<file path="src/rtl/id_ex_pkg.sv">
// ============================================================================
// Module   : id_ex_pkg
// Brief    : Shared opcode/funct codes, ALU select encoding and ID/EX fields
// Revision : 1.0
// ============================================================================
`default_nettype none

package id_ex_pkg;

  localparam int c_dw_default = 32;
  localparam int c_rw_default = 5;

  localparam logic [5:0] c_op_rtype = 6'h00;
  localparam logic [5:0] c_op_beq   = 6'h04;
  localparam logic [5:0] c_op_bne   = 6'h05;
  localparam logic [5:0] c_op_addi  = 6'h08;
  localparam logic [5:0] c_op_addiu = 6'h09;
  localparam logic [5:0] c_op_slti  = 6'h0A;
  localparam logic [5:0] c_op_andi  = 6'h0C;
  localparam logic [5:0] c_op_ori   = 6'h0D;
  localparam logic [5:0] c_op_lw    = 6'h23;
  localparam logic [5:0] c_op_sw    = 6'h2B;

  localparam logic [5:0] c_fn_sll  = 6'h00;
  localparam logic [5:0] c_fn_srl  = 6'h02;
  localparam logic [5:0] c_fn_add  = 6'h20;
  localparam logic [5:0] c_fn_addu = 6'h21;
  localparam logic [5:0] c_fn_sub  = 6'h22;
  localparam logic [5:0] c_fn_subu = 6'h23;
  localparam logic [5:0] c_fn_and  = 6'h24;
  localparam logic [5:0] c_fn_or   = 6'h25;
  localparam logic [5:0] c_fn_slt  = 6'h2A;

  localparam logic [3:0] c_alu_add = 4'd0;
  localparam logic [3:0] c_alu_sub = 4'd1;
  localparam logic [3:0] c_alu_and = 4'd2;
  localparam logic [3:0] c_alu_or  = 4'd3;
  localparam logic [3:0] c_alu_lt  = 4'd5;
  localparam logic [3:0] c_alu_eq  = 4'd7;
  localparam logic [3:0] c_alu_shl = 4'd10;
  localparam logic [3:0] c_alu_shr = 4'd11;

  typedef enum logic [1:0] {A_ZERO = 2'd0, A_RS = 2'd1, A_RT = 2'd2} a_sel_t;
  typedef enum logic [1:0] {B_ZERO = 2'd0, B_RT = 2'd1, B_IMM = 2'd2} b_sel_t;

  // Operand values live outside this record so that they can be refreshed.
  typedef struct packed {
    logic [3:0] alu_s;
    a_sel_t     a_sel;
    b_sel_t     b_sel;
    logic       store_en;
    logic       reg_write;
    logic       illegal;
  } ctrl_t;

endpackage

`default_nettype wire

</file>
<file path="src/rtl/id_ex_stage_fwd_mux.sv">
// ============================================================================
// Module   : fwd_mux
// Brief    : EX/MEM > MEM/WB > register-file priority operand select
// Revision : 1.0
// ============================================================================
`default_nettype none

module fwd_mux
  import id_ex_pkg::*;
#(
  parameter int DW = c_dw_default,
  parameter int RW = c_rw_default
) (
  input  logic [RW-1:0] idx,
  input  logic [DW-1:0] rf_data,
  input  logic          exmem_wr,
  input  logic [RW-1:0] exmem_rd,
  input  logic [DW-1:0] exmem_data,
  input  logic          memwb_wr,
  input  logic [RW-1:0] memwb_rd,
  input  logic [DW-1:0] memwb_data,
  output logic [DW-1:0] data
);

  always_comb begin
    data = rf_data;
    if (idx != '0) begin
      if (exmem_wr && (exmem_rd == idx)) data = exmem_data;
      else if (memwb_wr && (memwb_rd == idx)) data = memwb_data;
    end
  end

endmodule

`default_nettype wire

</file>
<file path="src/rtl/id_ex_stage.sv">
// ============================================================================
// Module   : id_ex_stage
// Brief    : ID/EX pipeline register: decode to ALU select, forwarding, handshake
// Revision : 1.0
// ============================================================================
`default_nettype none

module id_ex_stage
  import id_ex_pkg::*;
#(
  parameter int DW = c_dw_default,
  parameter int RW = c_rw_default
) (
  input  logic          clk,
  input  logic          rst_n,
  input  logic          flush,
  input  logic          in_valid,
  output logic          in_ready,
  input  logic [5:0]    in_opcode,
  input  logic [5:0]    in_funct,
  input  logic [4:0]    in_shamt,
  input  logic [15:0]   in_imm,
  input  logic [RW-1:0] in_rs,
  input  logic [RW-1:0] in_rt,
  input  logic [RW-1:0] in_rd,
  input  logic [DW-1:0] in_rs_data,
  input  logic [DW-1:0] in_rt_data,
  input  logic          exmem_wr,
  input  logic          memwb_wr,
  input  logic [RW-1:0] exmem_rd,
  input  logic [RW-1:0] memwb_rd,
  input  logic [DW-1:0] exmem_data,
  input  logic [DW-1:0] memwb_data,
  output logic          out_valid,
  input  logic          out_ready,
  output logic [3:0]    alu_s,
  output logic [DW-1:0] alu_a,
  output logic [DW-1:0] alu_b,
  output logic [DW-1:0] out_store_data,
  output logic [RW-1:0] out_dst,
  output logic          out_reg_write,
  output logic          out_illegal
);

  logic          r_valid;
  ctrl_t         r_ctrl;
  logic [RW-1:0] r_rs, r_rt, r_dst;
  logic [DW-1:0] r_rs_val, r_rt_val, r_imm;

  logic          w_capture, w_hold;
  ctrl_t         w_ctrl;
  logic [RW-1:0] w_dst, w_rs_idx, w_rt_idx;
  logic [DW-1:0] w_imm, w_rs_base, w_rt_base, w_rs_fwd, w_rt_fwd;

  assign in_ready  = !r_valid || out_ready;
  assign w_capture = in_valid && in_ready && !flush;
  assign w_hold    = r_valid && !out_ready;

  // At capture forward into the incoming operands; while stalled, re-forward the held ones.
  assign w_rs_idx  = w_capture ? in_rs      : r_rs;
  assign w_rt_idx  = w_capture ? in_rt      : r_rt;
  assign w_rs_base = w_capture ? in_rs_data : r_rs_val;
  assign w_rt_base = w_capture ? in_rt_data : r_rt_val;

  fwd_mux #(.DW(DW), .RW(RW)) u_fwd_rs (
    .idx(w_rs_idx), .rf_data(w_rs_base),
    .exmem_wr(exmem_wr), .exmem_rd(exmem_rd), .exmem_data(exmem_data),
    .memwb_wr(memwb_wr), .memwb_rd(memwb_rd), .memwb_data(memwb_data),
    .data(w_rs_fwd)
  );

  fwd_mux #(.DW(DW), .RW(RW)) u_fwd_rt (
    .idx(w_rt_idx), .rf_data(w_rt_base),
    .exmem_wr(exmem_wr), .exmem_rd(exmem_rd), .exmem_data(exmem_data),
    .memwb_wr(memwb_wr), .memwb_rd(memwb_rd), .memwb_data(memwb_data),
    .data(w_rt_fwd)
  );

  always_comb begin
    w_ctrl = '{alu_s: c_alu_add, a_sel: A_ZERO, b_sel: B_ZERO,
               store_en: 1'b0, reg_write: 1'b0, illegal: 1'b0};
    w_dst  = '0;
    w_imm  = {{(DW-16){in_imm[15]}}, in_imm};
    unique case (in_opcode)
      c_op_rtype: begin
        w_ctrl.a_sel     = A_RS;
        w_ctrl.b_sel     = B_RT;
        w_ctrl.reg_write = 1'b1;
        w_dst            = in_rd;
        unique case (in_funct)
          c_fn_add, c_fn_addu: w_ctrl.alu_s = c_alu_add;
          c_fn_sub, c_fn_subu: w_ctrl.alu_s = c_alu_sub;
          c_fn_and:            w_ctrl.alu_s = c_alu_and;
          c_fn_or:             w_ctrl.alu_s = c_alu_or;
          c_fn_slt:            w_ctrl.alu_s = c_alu_lt;
          c_fn_sll, c_fn_srl: begin
            w_ctrl.alu_s = (in_funct == c_fn_sll) ? c_alu_shl : c_alu_shr;
            w_ctrl.a_sel = A_RT;
            w_ctrl.b_sel = B_IMM;
            w_imm        = {{(DW-5){1'b0}}, in_shamt};
          end
          default: begin
            w_ctrl = '{alu_s: c_alu_add, a_sel: A_ZERO, b_sel: B_ZERO,
                       store_en: 1'b0, reg_write: 1'b0, illegal: 1'b1};
            w_dst  = '0;
          end
        endcase
      end
      c_op_addi, c_op_addiu, c_op_slti, c_op_andi, c_op_ori, c_op_lw: begin
        w_ctrl.a_sel     = A_RS;
        w_ctrl.b_sel     = B_IMM;
        w_ctrl.reg_write = 1'b1;
        w_dst            = in_rt;
        if (in_opcode == c_op_slti) w_ctrl.alu_s = c_alu_lt;
        if (in_opcode == c_op_andi || in_opcode == c_op_ori) begin
          w_ctrl.alu_s = (in_opcode == c_op_andi) ? c_alu_and : c_alu_or;
          w_imm        = {{(DW-16){1'b0}}, in_imm};
        end
      end
      c_op_sw: begin
        w_ctrl.a_sel    = A_RS;
        w_ctrl.b_sel    = B_IMM;
        w_ctrl.store_en = 1'b1;
      end
      c_op_beq, c_op_bne: begin
        w_ctrl.alu_s = c_alu_eq;
        w_ctrl.a_sel = A_RS;
        w_ctrl.b_sel = B_RT;
      end
      default: w_ctrl.illegal = 1'b1;
    endcase
  end

  always_ff @(posedge clk or negedge rst_n) begin
    if (!rst_n) begin
      r_valid  <= 1'b0;
      r_ctrl   <= '0;
      r_rs     <= '0;
      r_rt     <= '0;
      r_dst    <= '0;
      r_rs_val <= '0;
      r_rt_val <= '0;
      r_imm    <= '0;
    end else begin
      if (flush)          r_valid <= 1'b0;
      else if (w_capture) r_valid <= 1'b1;
      else if (out_ready) r_valid <= 1'b0;

      if (w_capture) begin
        r_ctrl   <= w_ctrl;
        r_rs     <= in_rs;
        r_rt     <= in_rt;
        r_dst    <= w_dst;
        r_imm    <= w_imm;
        r_rs_val <= w_rs_fwd;
        r_rt_val <= w_rt_fwd;
      end else if (w_hold) begin
        r_rs_val <= w_rs_fwd;
        r_rt_val <= w_rt_fwd;
      end
    end
  end

  always_comb begin
    alu_a = '0;
    alu_b = '0;
    unique case (r_ctrl.a_sel)
      A_RS:    alu_a = r_rs_val;
      A_RT:    alu_a = r_rt_val;
      default: alu_a = '0;
    endcase
    unique case (r_ctrl.b_sel)
      B_RT:    alu_b = r_rt_val;
      B_IMM:   alu_b = r_imm;
      default: alu_b = '0;
    endcase
  end

  assign out_valid      = r_valid;
  assign alu_s          = r_ctrl.alu_s;
  assign out_store_data = r_ctrl.store_en ? r_rt_val : '0;
  assign out_dst        = r_dst;
  assign out_reg_write  = r_ctrl.reg_write;
  assign out_illegal    = r_ctrl.illegal;

endmodule

`default_nettype wire
</file>
<file path="config.mk">
export PLATFORM = sky130hd
export DESIGN_NAME = id_ex_stage
export DESIGN_NICKNAME = d
export VERILOG_FILES = /design/src/rtl/id_ex_pkg.sv /design/src/rtl/id_ex_stage_fwd_mux.sv /design/src/rtl/id_ex_stage.sv
export SDC_FILE = /design/constraint.sdc
export NUM_CORES = 1
export LEC_CHECK = 0
export CORE_ASPECT_RATIO = 1.75
export CORE_UTILIZATION = 45
export DETAILED_ROUTE_END_ITERATION = 8
export GPL_TIMING_DRIVEN = 1
export PLACE_DENSITY = 0.79
export SYNTH_ARGS = -nofsm -noshare
export SYNTH_HDL_FRONTEND = slang
export SYNTH_SLANG_ARGS = --single-unit
</file>
<file path="constraint.sdc">
create_clock -name clk -period 3.9 [get_ports clk]
set_clock_uncertainty 0.1 [all_clocks]
set_input_delay 0.78 -clock clk [delete_from_list [all_inputs] [get_ports clk]]
set_output_delay 0.78 -clock clk [all_outputs]
set_load 0.01 [all_outputs]
</file>
**Yosys cells after proc, flatten, opt, wreduce, memory -nomap -nowiden**

Cells that the tools add are included.

- Register bits after elaboration: 123
- Bits in writable memories: 0
- Memories kept: 0
- Word-level logic and storage cells: 101
- Input bits: 193
- Bits in latches: 0
- Bits in read-only memories: 0
- Output and inout bits: 109

- Reductions and logical operators: 26
- Shift operators: 0
- Equal/unequal tests: 25
- Multiplexer cells: 37
- Div/mod/pow operators: 0
- $lt $le $gt $ge: 0
- Multiply operators: 0
- Bitwise gates (word level): 0
- Add/sub/neg operators: 0

Operators with widths:

| cell | count |
|---|---|
| $mux W32 | 15 |
| $pmux W32 S2 | 3 |
| $eq A6 B6 Y1 const B | 9 |
| $eq A6 B4 Y1 const B | 5 |
| $pmux W4 S3 | 2 |
| $eq A5 B5 Y1 | 4 |
| $pmux W4 S5 | 1 |
| $reduce_or A9 Y1 | 2 |
| $mux W5 | 3 |
| $reduce_or A7 Y1 | 2 |
| $eq A6 B3 Y1 const B | 2 |
| $logic_not A6 Y1 | 2 |
| $pmux W5 S2 | 1 |
| $reduce_bool A5 Y1 | 2 |
| $pmux W4 S2 | 1 |
| $logic_and A1 B1 Y1 | 7 |
| $eq A6 B2 Y1 const B | 1 |
| $pmux W1 S2 | 3 |
| $reduce_or A2 Y1 | 3 |
| $reduce_or A6 Y1 | 1 |
| $mux W1 | 5 |
| $eq A2 B1 Y1 const B | 2 |
| $eq A2 B2 Y1 const B | 2 |
| $mux W4 | 1 |
| other kinds (6) | 9 |

**Logic depth before layout (Yosys ltp)**

Gate-level depths: netlist of the first run.

- Word-level depth: 12
- Depth in mapped cells: 13

**By module**

From an unflattened synthesis of the first run, not the netlist that was laid out.

- Cells, all modules: 985
- Area, all modules: 8,264.2 µm²

By module, submodules not included:

| module | cells an instance | area each (µm²) | times used |
|---|---|---|---|
| id_ex_stage | 789 | 6,419.9 | 1 |
| fwd_mux | 98 | 922.1 | 2 |

**Worst setup path after synthesis of the first run**

OpenSTA, ideal clock, no wires.

- Path kind: in2reg
- From: in in_valid
- To: reg r_rt_val[0]
- Cell stages on the path: 12
- Slack: 1.045 ns
- Path buffers: 5
- Arrival: 2.669 ns
- Setup time: 0.087 ns
- Path through: nor2b_1 > buf_4 > nand2_4 > buf_6 > mux2i_2 > o221ai_1 > or4_1 > buf_2 > nor2b_4 > buf_6 > buf_6 > a211oi_2

- Longest elaborated chain between the ends: 10

RTL lines:

| item | line | source |
|---|---|---|
| start, declared | id_ex_stage.sv:17 | `input logic in_valid,` |
| $logic_and A1 B1 Y1 (*) (2 in series) | id_ex_stage.sv:56 | `assign w_capture = in_valid && in_ready && !flush;` |
| $mux W5 | - |  |
| $eq A5 B5 Y1 | id_ex_stage_fwd_mux.sv:29 | `else if (memwb_wr && (memwb_rd == idx)) data = memwb_data;` |
| $logic_and A1 B1 Y1 | id_ex_stage_fwd_mux.sv:29 |  |
| $mux W32 | id_ex_stage_fwd_mux.sv:29 |  |
| $mux W32 | id_ex_stage_fwd_mux.sv:28 | `if (exmem_wr && (exmem_rd == idx)) data = exmem_data;` |
| $mux W32 | id_ex_stage_fwd_mux.sv:27 | `if (idx != '0) begin` |
| $mux W32 | id_ex_stage.sv:157 | `end else if (w_hold) begin` |
| $mux W32 | id_ex_stage.sv:149 | `if (w_capture) begin` |
| end signal, assigned | id_ex_stage.sv:156 | `r_rt_val <= w_rt_fwd;` |
| end signal, assigned | id_ex_stage.sv:159 | `r_rt_val <= w_rt_fwd;` |
| end, declared | id_ex_stage.sv:48 | `logic [DW-1:0] r_rs_val, r_rt_val, r_imm;` |

Every way passes the cells marked *; elsewhere a longest branch is shown, timed or not. The select of a mux whose other input is x is not followed.
A chain may end at the register's enable or synchronous reset.

**Worst setup path in the final report of the first run**

- From: in flush
- To: reg r_rt_val[30]

- Longest elaborated chain between the ends: 10

RTL lines:

| item | line | source |
|---|---|---|
| start, declared | id_ex_stage.sv:16 | `input logic flush,` |
| $logic_not A1 Y1 (*) | id_ex_stage.sv:56 |  |
| $logic_and A1 B1 Y1 (*) | id_ex_stage.sv:56 |  |
| $mux W5 | - |  |
| $eq A5 B5 Y1 | id_ex_stage_fwd_mux.sv:29 |  |
| $logic_and A1 B1 Y1 | id_ex_stage_fwd_mux.sv:29 |  |
| $mux W32 | id_ex_stage_fwd_mux.sv:29 |  |
| $mux W32 | id_ex_stage_fwd_mux.sv:28 |  |
| $mux W32 | id_ex_stage_fwd_mux.sv:27 |  |
| $mux W32 | id_ex_stage.sv:157 |  |
| $mux W32 | id_ex_stage.sv:149 |  |

Marks and branches as above.

==> results of run 1 <==
## flip-flops by register name (all words and copies together), names as in the netlist, 4 cells and up
name,cells
r_ctrl,5
r_rt,5
r_rt_val,32
r_rs,5
out_dst,5
r_imm,17
r_rs_val,32
alu_s,4
## synthesized netlist by cell type, drive strengths merged, types with 36 or more instances
library cell / instances
o21ai: 61
a22oi: 48
clkbuf: 64
mux2i: 69
nand2: 133
a21oi: 56
inv: 55
and2: 36
nor2: 108
nand3: 39
nor3: 41
dfrtp: 108
## per-layer routing
layer | vias up | track usage
met1 | 4371 | 0.393
li1 | 4205 | -
met2 | 558 | 0.613
met4 | 0 | 0.206
met3 | 114 | 0.0542
met5 | - | 0
## cells in the final DEF, fill, tap and decap left out, drive strengths merged, types with 3 or more instances in the layout
cell type | netlist | final
or2 | 3 | 3
a31oi | 5 | 5
and2 | 36 | 36
a221oi | 3 | 3
diode | 0 | 3
nor4 | 6 | 6
nor2 | 108 | 108
dfrtp | 108 | 108
nand3 | 39 | 39
a21oi | 56 | 56
buf | 24 | 34
inv | 55 | 58
o21ai | 61 | 61
clkbuf | 64 | 11
xnor2 | 10 | 10
clkdlybuf4s50 | 0 | 300
o221a | 32 | 32
nor2b | 5 | 5
ha | 4 | 4
nand2b | 5 | 5
nand2 | 133 | 133
nor3 | 41 | 41
nand4 | 3 | 3
a211oi | 33 | 33
o22ai | 34 | 34
mux2i | 69 | 69
a22o | 10 | 10
a22oi | 48 | 48
## cells by family after synthesis
logic type,after synthesis
XOR/XNOR,12
buffers and inverters,143
adder cells (fa/ha/maj),5
multiplexers,69
AO/OA/AOI/OAI,304
flip-flops,108
AND/OR/NAND/NOR,388
## power breakdown
part	switching (mW)	internal (mW)	leakage [nW]	total [mW]
combinational	0.845	0.886	3.57	1.73
clock	0.456	0.544	0.155	1.00
sequential	0.339	1.39	1.23	1.73
total	1.64	2.82	4.96	4.46
## how the worst max path moves through the flow
stage / start / endpoint / slack (ns)
after global placement: flush / r_rt_val[8]$_DFFE_PN0P_ / 0.07
after global routing: flush / r_rt_val[30]$_DFFE_PN0P_ / 0.18
after CTS: flush / r_rt_val[30]$_DFFE_PN0P_ / 0.35
final: flush / r_rt_val[30]$_DFFE_PN0P_ / 0.33
after detailed placement: flush / r_rt_val[30]$_DFFE_PN0P_ / -0.001
after floorplan: in_valid / r_rt_val[0]$_DFFE_PN0P_ / 1.04
## stage by stage
step / utilization / setup slack (ns) / std cells / area [sq um] / hold WS, ns
global placement: 0.639 / 0.0660 / 1509 / 11500 / 0.361
floorplan: - / 1.04 / 1029 / 8200 / 0.350
global route: 0.658 / 0.183 / 1528 / 11800 / 0.406
detailed placement: 0.639 / -0.00130 / 1509 / 11500 / 0.367
finish: 0.658 / 0.327 / 1528 / 11800 / 0.374
CTS: 0.657 / 0.346 / 1525 / 11800 / 0.384
## area by class of cell
cell class | instances | share of cell area
Clock buffer | 11 | 0.0214
Inverter | 55 | 0.0179
Timing Repair Buffer | 334 | 0.283
Sequential cell | 108 | 0.229
Tap cell | 234 | 0.0248
Clock inverter | 5 | 0.00561
Antenna cell | 3 | 0.000635
Multi-Input combinational cell | 778 | 0.418
==> insert_results.sql, run 1 <==
INSERT INTO impl_metrics (metric_group, metric, value, unit) VALUES
('setup_path', 'timing.critical_path.buf_inv', '4', ''),
('finish', 'final_layout_size_suffix_gt1_frac', '0.0775', ''),
('outcome', 'outcome', 'finished, final reports clean', ''),
('drt', 'met1_length', '11700', 'um'),
('setup_path', 'worst-setup-path-type', 'input pin to flip-flop', ''),
('finish', 'sequential_cell_area', '2700', 'sq um'),
('floorplanning', 'dieHeight', '181', 'um'),
('drt', 'detail_route.iter0.violations', '647', ''),
('floorplanning', 'coreArea', '18000', 'sq um'),
('setup_path', 'rr_endpoint', 'r_rt_val[30]$_DFFE_PN0P_', ''),
('floorplanning', 'fp.dieW', '104', 'um'),
('synthesis', 'syn_std_cell_area', '8200', 'sq um'),
('synthesis', 'ys_warn_count', '0', ''),
('placed_design', 'routabilityCongestion', '0.939', ''),
('drt', 'vias', '9248', ''),
('synthesis', 'synth.ff_latch_count', '108', ''),
('setup_path', 'worst-path-max-fanout', '64', ''),
('power', 'power.static_leakage', '4.96', 'nW'),
('power', 'ir_drop', '0.000251', 'V'),
('timing', 'fmaxAchievable', '0.280', 'GHz'),
('synthesis', 'dominant_combinational_cell_family_by_area_after_synthesis', 'compound AO/OA/AOI/OAI gates', ''),
('clock_network', 'clock_pin_slew_of_the_registers_on_the_worst_case_setup_and_hold_paths', '0.08', 'ns'),
('setup_path', 'cp_slowest_cell', 'sky130_fd_sc_hd__buf_4', ''),
('grt', 'grt_antenna_before_repair', '4', ''),
('drt', 'wl_met3', '2560', 'um'),
('setup_path', 'crit_path_cell_trace', 'clkdlybuf4s50_1 > nand2b_1 > nor2_4 > buf_4 > buf_4 > nor2_1 > o221ai_4 > buf_12 > nand3_1 > o21ai_0 > a211oi_2', ''),
('grt', 'via_count_of_the_first_global_routing_pass', '9348', ''),
('power', 'p_total', '4.46', 'mW'),
('clock_network', 'maximum_buffer_depth_of_the_clock_tree', '2', ''),
('synthesis', 'synth.largest_area_cell', 'sky130_fd_sc_hd__dfrtp_1', ''),
('clock_network', 'cts-hold-fix-buffers', '0', ''),
('run', 'max_capacitance_violation_total', '0', ''),
('timing', 'worstMarginPinSlew', '1.23', 'ns'),
('timing', 'finalHoldViolCount', '0', ''),
('synthesis', 'complex_gate_fraction_of_the_synthesized_area', '0.275', ''),
('finish', 'layout.nets', '1483', ''),
('setup_path', 'worstSetupEndpointType', 'flip-flop', ''),
('setup_path', 'critical_path_depth', '11', ''),
('clock_network', 'post-cts-setup-buffer-count', '0', ''),
('synthesis', 'post_synth_and_or_nand_nor_area_fraction', '0.215', ''),
('power', 'cellPowerDensity', '378', 'nW/um^2'),
('hold_path', 'hp-class', 'input pin to asynchronous set/reset pin', ''),
('clock_network', 'cts.sink_count', '108', ''),
('synthesis', 'yosys-top-cells-area', 'sky130_fd_sc_hd__dfrtp_1 (33%), sky130_fd_sc_hd__mux2i_1 (8.3%), sky130_fd_sc_hd__nand2_1 (6.0%)', ''),
('drt', 'wl_met2', '16700', 'um'),
('setup_path', 'critical_path.most_common_cell', 'sky130_fd_sc_hd__buf_4', ''),
('timing', 'final.period_utilization', '0.916', ''),
('synthesis', 'synth_async_sr_flop_share', '1.00', ''),
('clock_network', 'number_of_h_tree_branching_levels', '3', ''),
('drt', 'topRoutingLayerUsed', 'met4', ''),
('grt', 'global_route_wire_length_before_repair', '51500', 'um'),
('clock_network', 'clock_tree_root_buffer_cell', 'sky130_fd_sc_hd__clkbuf_16', ''),
('drt', 'routedWlPerCell', '21.4', 'um'),
('setup_path', 'critical-path-max-stage-delay', '0.55', 'ns'),
('timing', 'finalSetupViolations', '0', ''),
('finish', 'area.growth.synth_to_final', '44.1', '%'),
('synthesis', 'syn-mean-instance-area', '7.97', 'sq um'),
('setup_path', 'critical_path.startpoint_type', 'input pin', ''),
('finish', 'multiInputGateArea', '4940', 'sq um'),
('timing', 'setup_repair_after_global_routing_missed_its_margin', 'no', ''),
('synthesis', 'yosys.area_share.adder', '0.00732', ''),
('setup_path', 'required_time_at_the_worst_slack_endpoint', '3.98', 'ns'),
('synthesis', 'yosys.area.top_type_share', '0.330', ''),
('finish', 'layout.filler_cells', '1566', ''),
('setup_path', 'reg2regPathDepth', '11', ''),
('floorplanning', 'row_count', '65', ''),
('synthesis', 'seq_area_frac_synth', '0.330', ''),
('grt', 'grt_util_overall', '0.348', ''),
('drt', 'detailedRoute.firstPassIterationCount', '5', ''),
('floorplanning', 'initial_cell_density_of_the_core', '0.456', ''),
('clock_network', 'cts-buffers-inserted', '9', '');
(Power assumes the default switching activity.)
==> run 2, diff against run 1 <==
--- a/config.mk
+++ b/config.mk
@@ -9,7 +9,7 @@
 export CORE_UTILIZATION = 45
 export DETAILED_ROUTE_END_ITERATION = 8
 export GPL_TIMING_DRIVEN = 1
-export PLACE_DENSITY = 0.79
+export PLACE_DENSITY_LB_ADDON = 0.1
 export SYNTH_ARGS = -nofsm -noshare
 export SYNTH_HDL_FRONTEND = slang
 export SYNTH_SLANG_ARGS = --single-unit
==> run 2 against run 1 <==
Register-to-register slack improved by 0.07 ns. Combinational power about the same. Setup slack improved by 0.073 ns. Critical path type is now flip-flop to primary output.
==> insert_results.sql, run 2 (same netlist as run 1, synthesis figures left out) <==
INSERT INTO impl_metrics (metric_group, metric, value, unit) VALUES
('power', 'share_of_total_power_in_sequential_cells', '0.390', ''),
('clock_network', 'maximum_buffer_depth_of_the_clock_tree', '2', ''),
('power', 'clock_power_share', '0.225', ''),
('setup_path', 'critical_path.startpoint_type', 'flip-flop', ''),
('drt', 'number_of_routed_nets_with_antenna_violations', '0', ''),
('setup_path', 'worstSetupEndpointType', 'primary output', ''),
('finish', 'layout.nets', '1475', ''),
('drt', 'vias', '9186', ''),
('timing', 'fmaxAchievable', '0.286', 'GHz'),
('setup_path', 'worst-path-max-fanout', '32', ''),
('finish', 'reg.largest.list', 'r_rs_val x32, r_rt_val x32, r_imm x17', ''),
('grt', 'global_route_wire_length_before_repair', '50400', 'um'),
('setup_path', 'reg2regPathDepth', '8', ''),
('timing', 'total_negative_slack', '0', 'ns'),
('drt', 'routedWlPerCell', '21.2', 'um'),
('clock_network', 'cts.sink_count', '108', ''),
('timing', 'final.period_utilization', '0.897', ''),
('power', 'switching_share', '0.373', ''),
('setup_path', 'startpoint', 'r_ctrl[3]$_DFFE_PN0N_', ''),
('power', 'ir_drop', '0.000235', 'V'),
('floorplanning', 'initial_cell_density_of_the_core', '0.456', ''),
('clock_network', 'postCtsResizedCells', '0', ''),
('clock_network', 'number_of_h_tree_branching_levels', '3', ''),
('grt', 'via_count_of_the_first_global_routing_pass', '9269', ''),
('timing', 'worstMarginPinSlew', '1.21', 'ns'),
('clock_network', 'clock_tree_root_buffer_cell', 'sky130_fd_sc_hd__clkbuf_16', ''),
('floorplanning', 'row_count', '65', ''),
('placed_design', 'dp_hpwl', '22400', 'um'),
('outcome', 'outcome', 'finished, final reports clean', ''),
('timing', 'setup_repair_after_global_routing_missed_its_margin', 'no', ''),
('setup_path', 'r2r-start', 'out_valid$_DFFE_PN0P_', ''),
('power', 'power.net_switching', '1.65', 'mW'),
('floorplanning', 'dieHeight', '181', 'um'),
('floorplanning', 'design.die.area', '18800', 'sq um'),
('drt', 'detail_route.iter0.violations', '798', ''),
('timing', 'finalSetupViolations', '0', ''),
('floorplanning', 'coreArea', '18000', 'sq um'),
('power', 'p_int', '2.78', 'mW'),
('finish', 'final_layout_size_suffix_gt1_frac', '0.0741', ''),
('clock_network', 'cts-hold-fix-buffers', '0', ''),
('clock_network', 'tritoncts', 'built', ''),
('drt', 'drcViolationCount', '0', ''),
('clock_network', 'clkLatencyLatePin', '0.37', 'ns'),
('timing', 'final-max-slew-violation-count', '0', ''),
('power', 'cellPowerDensity', '378', 'nW/um^2'),
('placed_design', 'count_of_buffers_from_port_buffering', '301', ''),
('finish', 'sequential_cell_area', '2700', 'sq um'),
('setup_path', 'critical_path_arrival', '2.62', 'ns'),
('grt', 'globalRouteOverflowTotal', '0', ''),
('power', 'power.static_leakage', '4.90', 'nW'),
('power', 'p_total', '4.43', 'mW'),
('finish', 'layout.filler_cells', '1632', ''),
('power', 'combPwrFrac', '0.386', ''),
('clock_network', 'clock_pin_slew_of_the_registers_on_the_worst_case_setup_and_hold_paths', '0.09', 'ns'),
('timing', 'period_minus_slack', '3.50', 'ns'),
('hold_path', 'hp-class', 'input pin to asynchronous set/reset pin', ''),
('finish', 'area.growth.synth_to_final', '43.1', '%'),
('drt', 'detailedRoute.firstPassIterationCount', '5', ''),
('finish', 'final_common_cell', 'sky130_fd_sc_hd__clkdlybuf4s50_1', ''),
('finish', 'most-common-layout-cells', 'sky130_fd_sc_hd__clkdlybuf4s50_1 (300), sky130_fd_sc_hd__nand2_1 (131), sky130_fd_sc_hd__dfrtp_1 (108)', ''),
('clock_network', 'cts-buffers-inserted', '9', ''),
('setup_path', 'required_time_at_the_worst_slack_endpoint', '3.02', 'ns'),
('grt', 'grt_max_degree', '103', ''),
('floorplanning', 'fp.dieW', '104', 'um'),
('grt', 'grt_util_overall', '0.344', ''),
('floorplanning', 'floorplan.io_pins', '302', ''),
('grt', 'grt_antenna_before_repair', '6', ''),
('finish', 'multiInputGateArea', '4950', 'sq um'),
('placed_design', 'routabilityCongestion', '0.937', ''),
('timing', 'worst_slew_margin_rel', '0.191', ''),
('setup_path', 'rr_endpoint', 'r_rt_val[16]$_DFFE_PN0P_', ''),
('setup_path', 'worst-setup-path-type', 'flip-flop to primary output', ''),
('drt', 'viasPerCell', '6.04', ''),
('run', 'max_capacitance_violation_total', '0', ''),
('drt', 'totalWireLength', '32300', 'um'),
('clock_network', 'post-cts-setup-buffer-count', '0', ''),
('timing', 'finalHoldViolCount', '0', ''),
('setup_path', 'regToRegSetupSlack', '0.93', 'ns');
## run 2: how the worst max path moves through the flow
stage                               end  depth (start not counted)
2_1_floorplan   r_rt_val[0]$_DFFE_PN0P_                         12
3_3_place_gp   r_rt_val[15]$_DFFE_PN0P_                          8
3_5_place_dp   r_rt_val[16]$_DFFE_PN0P_                          9
4_1_cts                        alu_b[9]                          4
5_1_grt         r_rt_val[3]$_DFFE_PN0P_                          9
6_report                       alu_b[9]                          4
## run 2: through the flow
stage / cell area (sq um) / worst slack (ns) / util / hold slack, ns / std cells
2_1_floorplan: 8200 / 1.04 / - / 0.350 / 1029
3_3_place_gp: 11400 / 0.147 / 0.635 / 0.363 / 1501
3_5_place_dp: 11400 / 0.0921 / 0.635 / 0.361 / 1501
4_1_cts: 11700 / 0.429 / 0.652 / 0.370 / 1516
5_1_grt: 11700 / 0.277 / 0.653 / 0.398 / 1522
6_report: 11700 / 0.400 / 0.653 / 0.337 / 1522
## run 2: critical path, stage by stage (launching register included)
cell and delay [ns]:
sky130_fd_sc_hd__dfrtp_1 0.39, sky130_fd_sc_hd__inv_1 0.06, sky130_fd_sc_hd__ha_1 1.10, sky130_fd_sc_hd__nor2_1 0.18
sky130_fd_sc_hd__clkdlybuf4s50_1 0.54
## run 2: area by class of cell
type,count,share of cell area
diodes,6,0.00128
clock buffers,9,0.0192
clock inverters,6,0.00672
inverters,55,0.0180
multi-input cells,778,0.422
flip-flops and latches,108,0.230
well taps,234,0.0250
repair buffers,326,0.278
## run 2: power by group through the flow
| stage | clock [mW] | combinational [mW] | sequential (mW) |
|---|---|---|---|
| CTS | 0.996 | 1.70 | 1.71 |
| finish | 0.997 | 1.71 | 1.73 |
| global placement | 0 | 1.65 | 1.72 |
| floorplan | 0 | 1.06 | 1.61 |
| detailed placement | 0 | 1.69 | 1.73 |
| global route | 1.05 | 1.87 | 1.76 |
## run 2: routing by layer
layer  vias to the layer above  global-route usage  routed length (um)  share of wire
met5                         -                   0                   0              0
met4                         0               0.197                1600          0.050
met3                       109              0.0600                2550          0.079
met2                       541               0.595               16400           0.51
met1                      4344               0.396               11800           0.36
li1                       4192                   -                   -              -
==> run 3, diff against run 2 <==
--- a/config.mk
+++ b/config.mk
@@ -10,6 +10,7 @@
 export DETAILED_ROUTE_END_ITERATION = 8
 export GPL_TIMING_DRIVEN = 1
 export PLACE_DENSITY_LB_ADDON = 0.1
+export REMOVE_ABC_BUFFERS = 1
 export SYNTH_ARGS = -nofsm -noshare
 export SYNTH_HDL_FRONTEND = slang
 export SYNTH_SLANG_ARGS = --single-unit
==> run 3 against run 2 <==
Highest routed layer unchanged. Largest cell class unchanged. Via count increased by 1.3%. Utilization increased by 0.24 points. Routed wire length up 2.3%. Setup slack worse by 0.027 ns. Sequential power is essentially flat.
==> insert_results.sql, run 3 (same netlist as run 1, synthesis figures left out) <==
INSERT INTO impl_metrics (metric_group, metric, value, unit) VALUES
('placed_design', 'routabilityCongestion', '0.959', ''),
('finish', 'layout.filler_cells', '1598', ''),
('finish', 'area.growth.synth_to_final', '43.6', '%'),
('placed_design', 'count_of_buffers_from_port_buffering', '301', ''),
('power', 'cellPowerDensity', '370', 'nW/um^2'),
('clock_network', 'tritoncts', 'built', ''),
('placed_design', 'place_ws', '0.135', 'ns'),
('setup_path', 'reg2regPathDepth', '9', ''),
('setup_path', 'cp_slowest_cell', 'sky130_fd_sc_hd__ha_1', ''),
('clock_network', 'cts-hold-fix-buffers', '0', ''),
('timing', 'period_minus_slack', '3.53', 'ns'),
('timing', 'fmaxAchievable', '0.284', 'GHz'),
('drt', 'totalWireLength', '33000', 'um'),
('finish', 'reg.largest.list', 'r_rs_val x32, r_rt_val x32, r_imm x17', ''),
('clock_network', 'postCtsResizedCells', '0', ''),
('placed_design', 'dp_hpwl', '22900', 'um'),
('setup_path', 'worst-path-max-fanout', '20', ''),
('clock_network', 'number_of_h_tree_branching_levels', '3', ''),
('power', 'switching_share', '0.375', ''),
('timing', 'finalHoldWorstSlack', '0.387', 'ns'),
('drt', 'met1_length', '12000', 'um'),
('timing', 'finalHoldViolCount', '0', ''),
('clock_network', 'clock_pin_slew_of_the_registers_on_the_worst_case_setup_and_hold_paths', '0.08', 'ns'),
('drt', 'detailedRoute.firstPassIterationCount', '5', ''),
('drt', 'detail_route.iter0.violations', '711', ''),
('drt', 'vias', '9306', ''),
('clock_network', 'cts-buffers-inserted', '9', ''),
('drt', 'wl_met2', '17100', 'um'),
('grt', 'grt_util_overall', '0.351', ''),
('floorplanning', 'floorplan.io_pins', '302', ''),
('clock_network', 'clock_tree_root_buffer_cell', 'sky130_fd_sc_hd__clkbuf_16', ''),
('power', 'power.net_switching', '1.64', 'mW'),
('power', 'combPwrFrac', '0.397', ''),
('floorplanning', 'row_count', '65', ''),
('setup_path', 'critical_path_arrival', '2.65', 'ns'),
('setup_path', 'critical_path.startpoint_type', 'flip-flop', ''),
('grt', 'global_route_wire_length_before_repair', '51300', 'um'),
('grt', 'grt_max_degree', '65', ''),
('finish', 'final_layout_size_suffix_gt1_frac', '0.0805', ''),
('setup_path', 'crit_path_cell_trace', 'inv_1 > ha_1 > buf_4 > a21oi_1 > clkdlybuf4s50_1', ''),
('hold_path', 'hp-class', 'flip-flop to flip-flop', ''),
('finish', 'finished_layout_cells', '1531', ''),
('setup_path', 'crit_end', 'alu_b[24]', ''),
('setup_path', 'timing.critical_path.buf_inv', '3', ''),
('floorplanning', 'initial_cell_density_of_the_core', '0.456', ''),
('power', 'ir_drop', '0.000242', 'V'),
('timing', 'final.period_utilization', '0.904', ''),
('timing', 'layout_setup_ws', '0.373', 'ns'),
('finish', 'most-common-layout-cells', 'sky130_fd_sc_hd__clkdlybuf4s50_1 (300), sky130_fd_sc_hd__nand2_1 (131), sky130_fd_sc_hd__dfrtp_1 (108)', ''),
('outcome', 'outcome', 'finished, final reports clean', ''),
('grt', 'grt_antenna_before_repair', '5', ''),
('power', 'share_of_total_power_in_sequential_cells', '0.391', ''),
('setup_path', 'required_time_at_the_worst_slack_endpoint', '3.02', 'ns'),
('power', 'clock_power_share', '0.213', ''),
('drt', 'viasPerCell', '6.08', ''),
('placed_design', 'placedCellCount', '1510', ''),
('timing', 'finalSetupViolations', '0', ''),
('clock_network', 'cts.sink_count', '108', ''),
('setup_path', 'cp_top_delay_family', 'adder cells', ''),
('drt', 'topRoutingLayerUsed', 'met4', ''),
('floorplanning', 'fp.dieW', '104', 'um'),
('grt', 'globalRouteOverflowTotal', '0', ''),
('setup_path', 'worst-setup-path-type', 'flip-flop to primary output', ''),
('setup_path', 'rr_endpoint', 'r_rt_val[13]$_DFFE_PN0P_', ''),
('finish', 'final_common_cell', 'sky130_fd_sc_hd__clkdlybuf4s50_1', ''),
('power', 'p_int', '2.73', 'mW'),
('setup_path', 'critical_path_depth', '5', ''),
('finish', 'multiInputGateArea', '4950', 'sq um'),
('timing', 'total_negative_slack', '0', 'ns'),
('setup_path', 'worstSetupEndpointType', 'primary output', ''),
('floorplanning', 'coreArea', '18000', 'sq um'),
('timing', 'worstMarginPinSlew', '1.01', 'ns'),
('hold_path', 'hold_start', 'r_imm[30]$_DFFE_PN0N_', ''),
('power', 'power.static_leakage', '4.93', 'nW'),
('floorplanning', 'design.die.area', '18800', 'sq um'),
('setup_path', 'r2r-start', 'out_valid$_DFFE_PN0P_', ''),
('timing', 'setup_repair_after_global_routing_missed_its_margin', 'no', ''),
('clock_network', 'post-cts-setup-buffer-count', '0', ''),
('drt', 'routedWlPerCell', '21.6', 'um'),
('setup_path', 'regToRegSetupSlack', '1.01', 'ns'),
('finish', 'postLayoutCoreUtil', '0.655', ''),
('finish', 'sequential_cell_area', '2700', 'sq um'),
('drt', 'number_of_routed_nets_with_antenna_violations', '0', ''),
('setup_path', 'startpoint', 'r_ctrl[3]$_DFFE_PN0N_', ''),
('grt', 'via_count_of_the_first_global_routing_pass', '9439', ''),
('finish', 'layout.nets', '1484', ''),
('timing', 'final-max-slew-violation-count', '0', ''),
('timing', 'worst_slew_margin_rel', '0.326', ''),
('drt', 'wl_met3', '2360', 'um'),
('setup_path', 'critical-path-max-stage-delay', '0.95', 'ns'),
('floorplanning', 'dieHeight', '181', 'um'),
('clock_network', 'maximum_buffer_depth_of_the_clock_tree', '2', ''),
('drt', 'drcViolationCount', '0', ''),
('clock_network', 'clkLatencyLatePin', '0.35', 'ns'),
('run', 'max_capacitance_violation_total', '0', '');
## run 3: cell types whose count changed in the layout (fill, tap and decap cells not counted), sizes merged
cell,before,now
buf,26,35
bufinv,1,0
clkbuf,9,10
clkinv,0,1
diode,6,5
## run 3: final cells by class
class | count | area share
multi-input cells | 778 | 0.420
repair buffers | 335 | 0.283
flip-flops and latches | 108 | 0.230
well taps | 234 | 0.0249
clock buffers | 10 | 0.0194
inverters | 55 | 0.0180
clock inverters | 6 | 0.00436
diodes | 5 | 0.00106
## run 3: worst min path at each step
stage	end	slack [ns]	cells past startpoint
2_1_floorplan	r_imm[30]$_DFFE_PN0N_	0.35	1
3_3_place_gp	r_imm[30]$_DFFE_PN0N_	0.36	1
3_5_place_dp	out_reg_write$_DFFE_PN0N_	0.37	2
4_1_cts	r_imm[13]$_DFFE_PN0N_	0.39	2
5_1_grt	r_imm[9]$_DFFE_PN0N_	0.40	2
6_report	r_imm[30]$_DFFE_PN0N_	0.39	1
## run 3: metrics by stage
stage	power, mW	cell area, sq um
after floorplan	2.63	7790
after global placement	3.38	11500
after detailed placement	3.43	11500
after CTS	4.34	11800
after global routing	4.60	11800
final	4.36	11800
## run 3: layer usage
metal / vias up / track usage
li1: 4220 / -
met1: 4459 / 0.397
met2: 517 / 0.616
met3: 110 / 0.0524
met4: 0 / 0.217
met5: - / 0
## run 3: power by group through the flow
stage | sequential [mW] | combinational, mW | clock, mW
2_1_floorplan | 1.61 | 1.02 | 0
3_3_place_gp | 1.70 | 1.68 | 0
3_5_place_dp | 1.71 | 1.72 | 0
4_1_cts | 1.69 | 1.72 | 0.930
5_1_grt | 1.74 | 1.88 | 0.980
6_report | 1.70 | 1.73 | 0.927
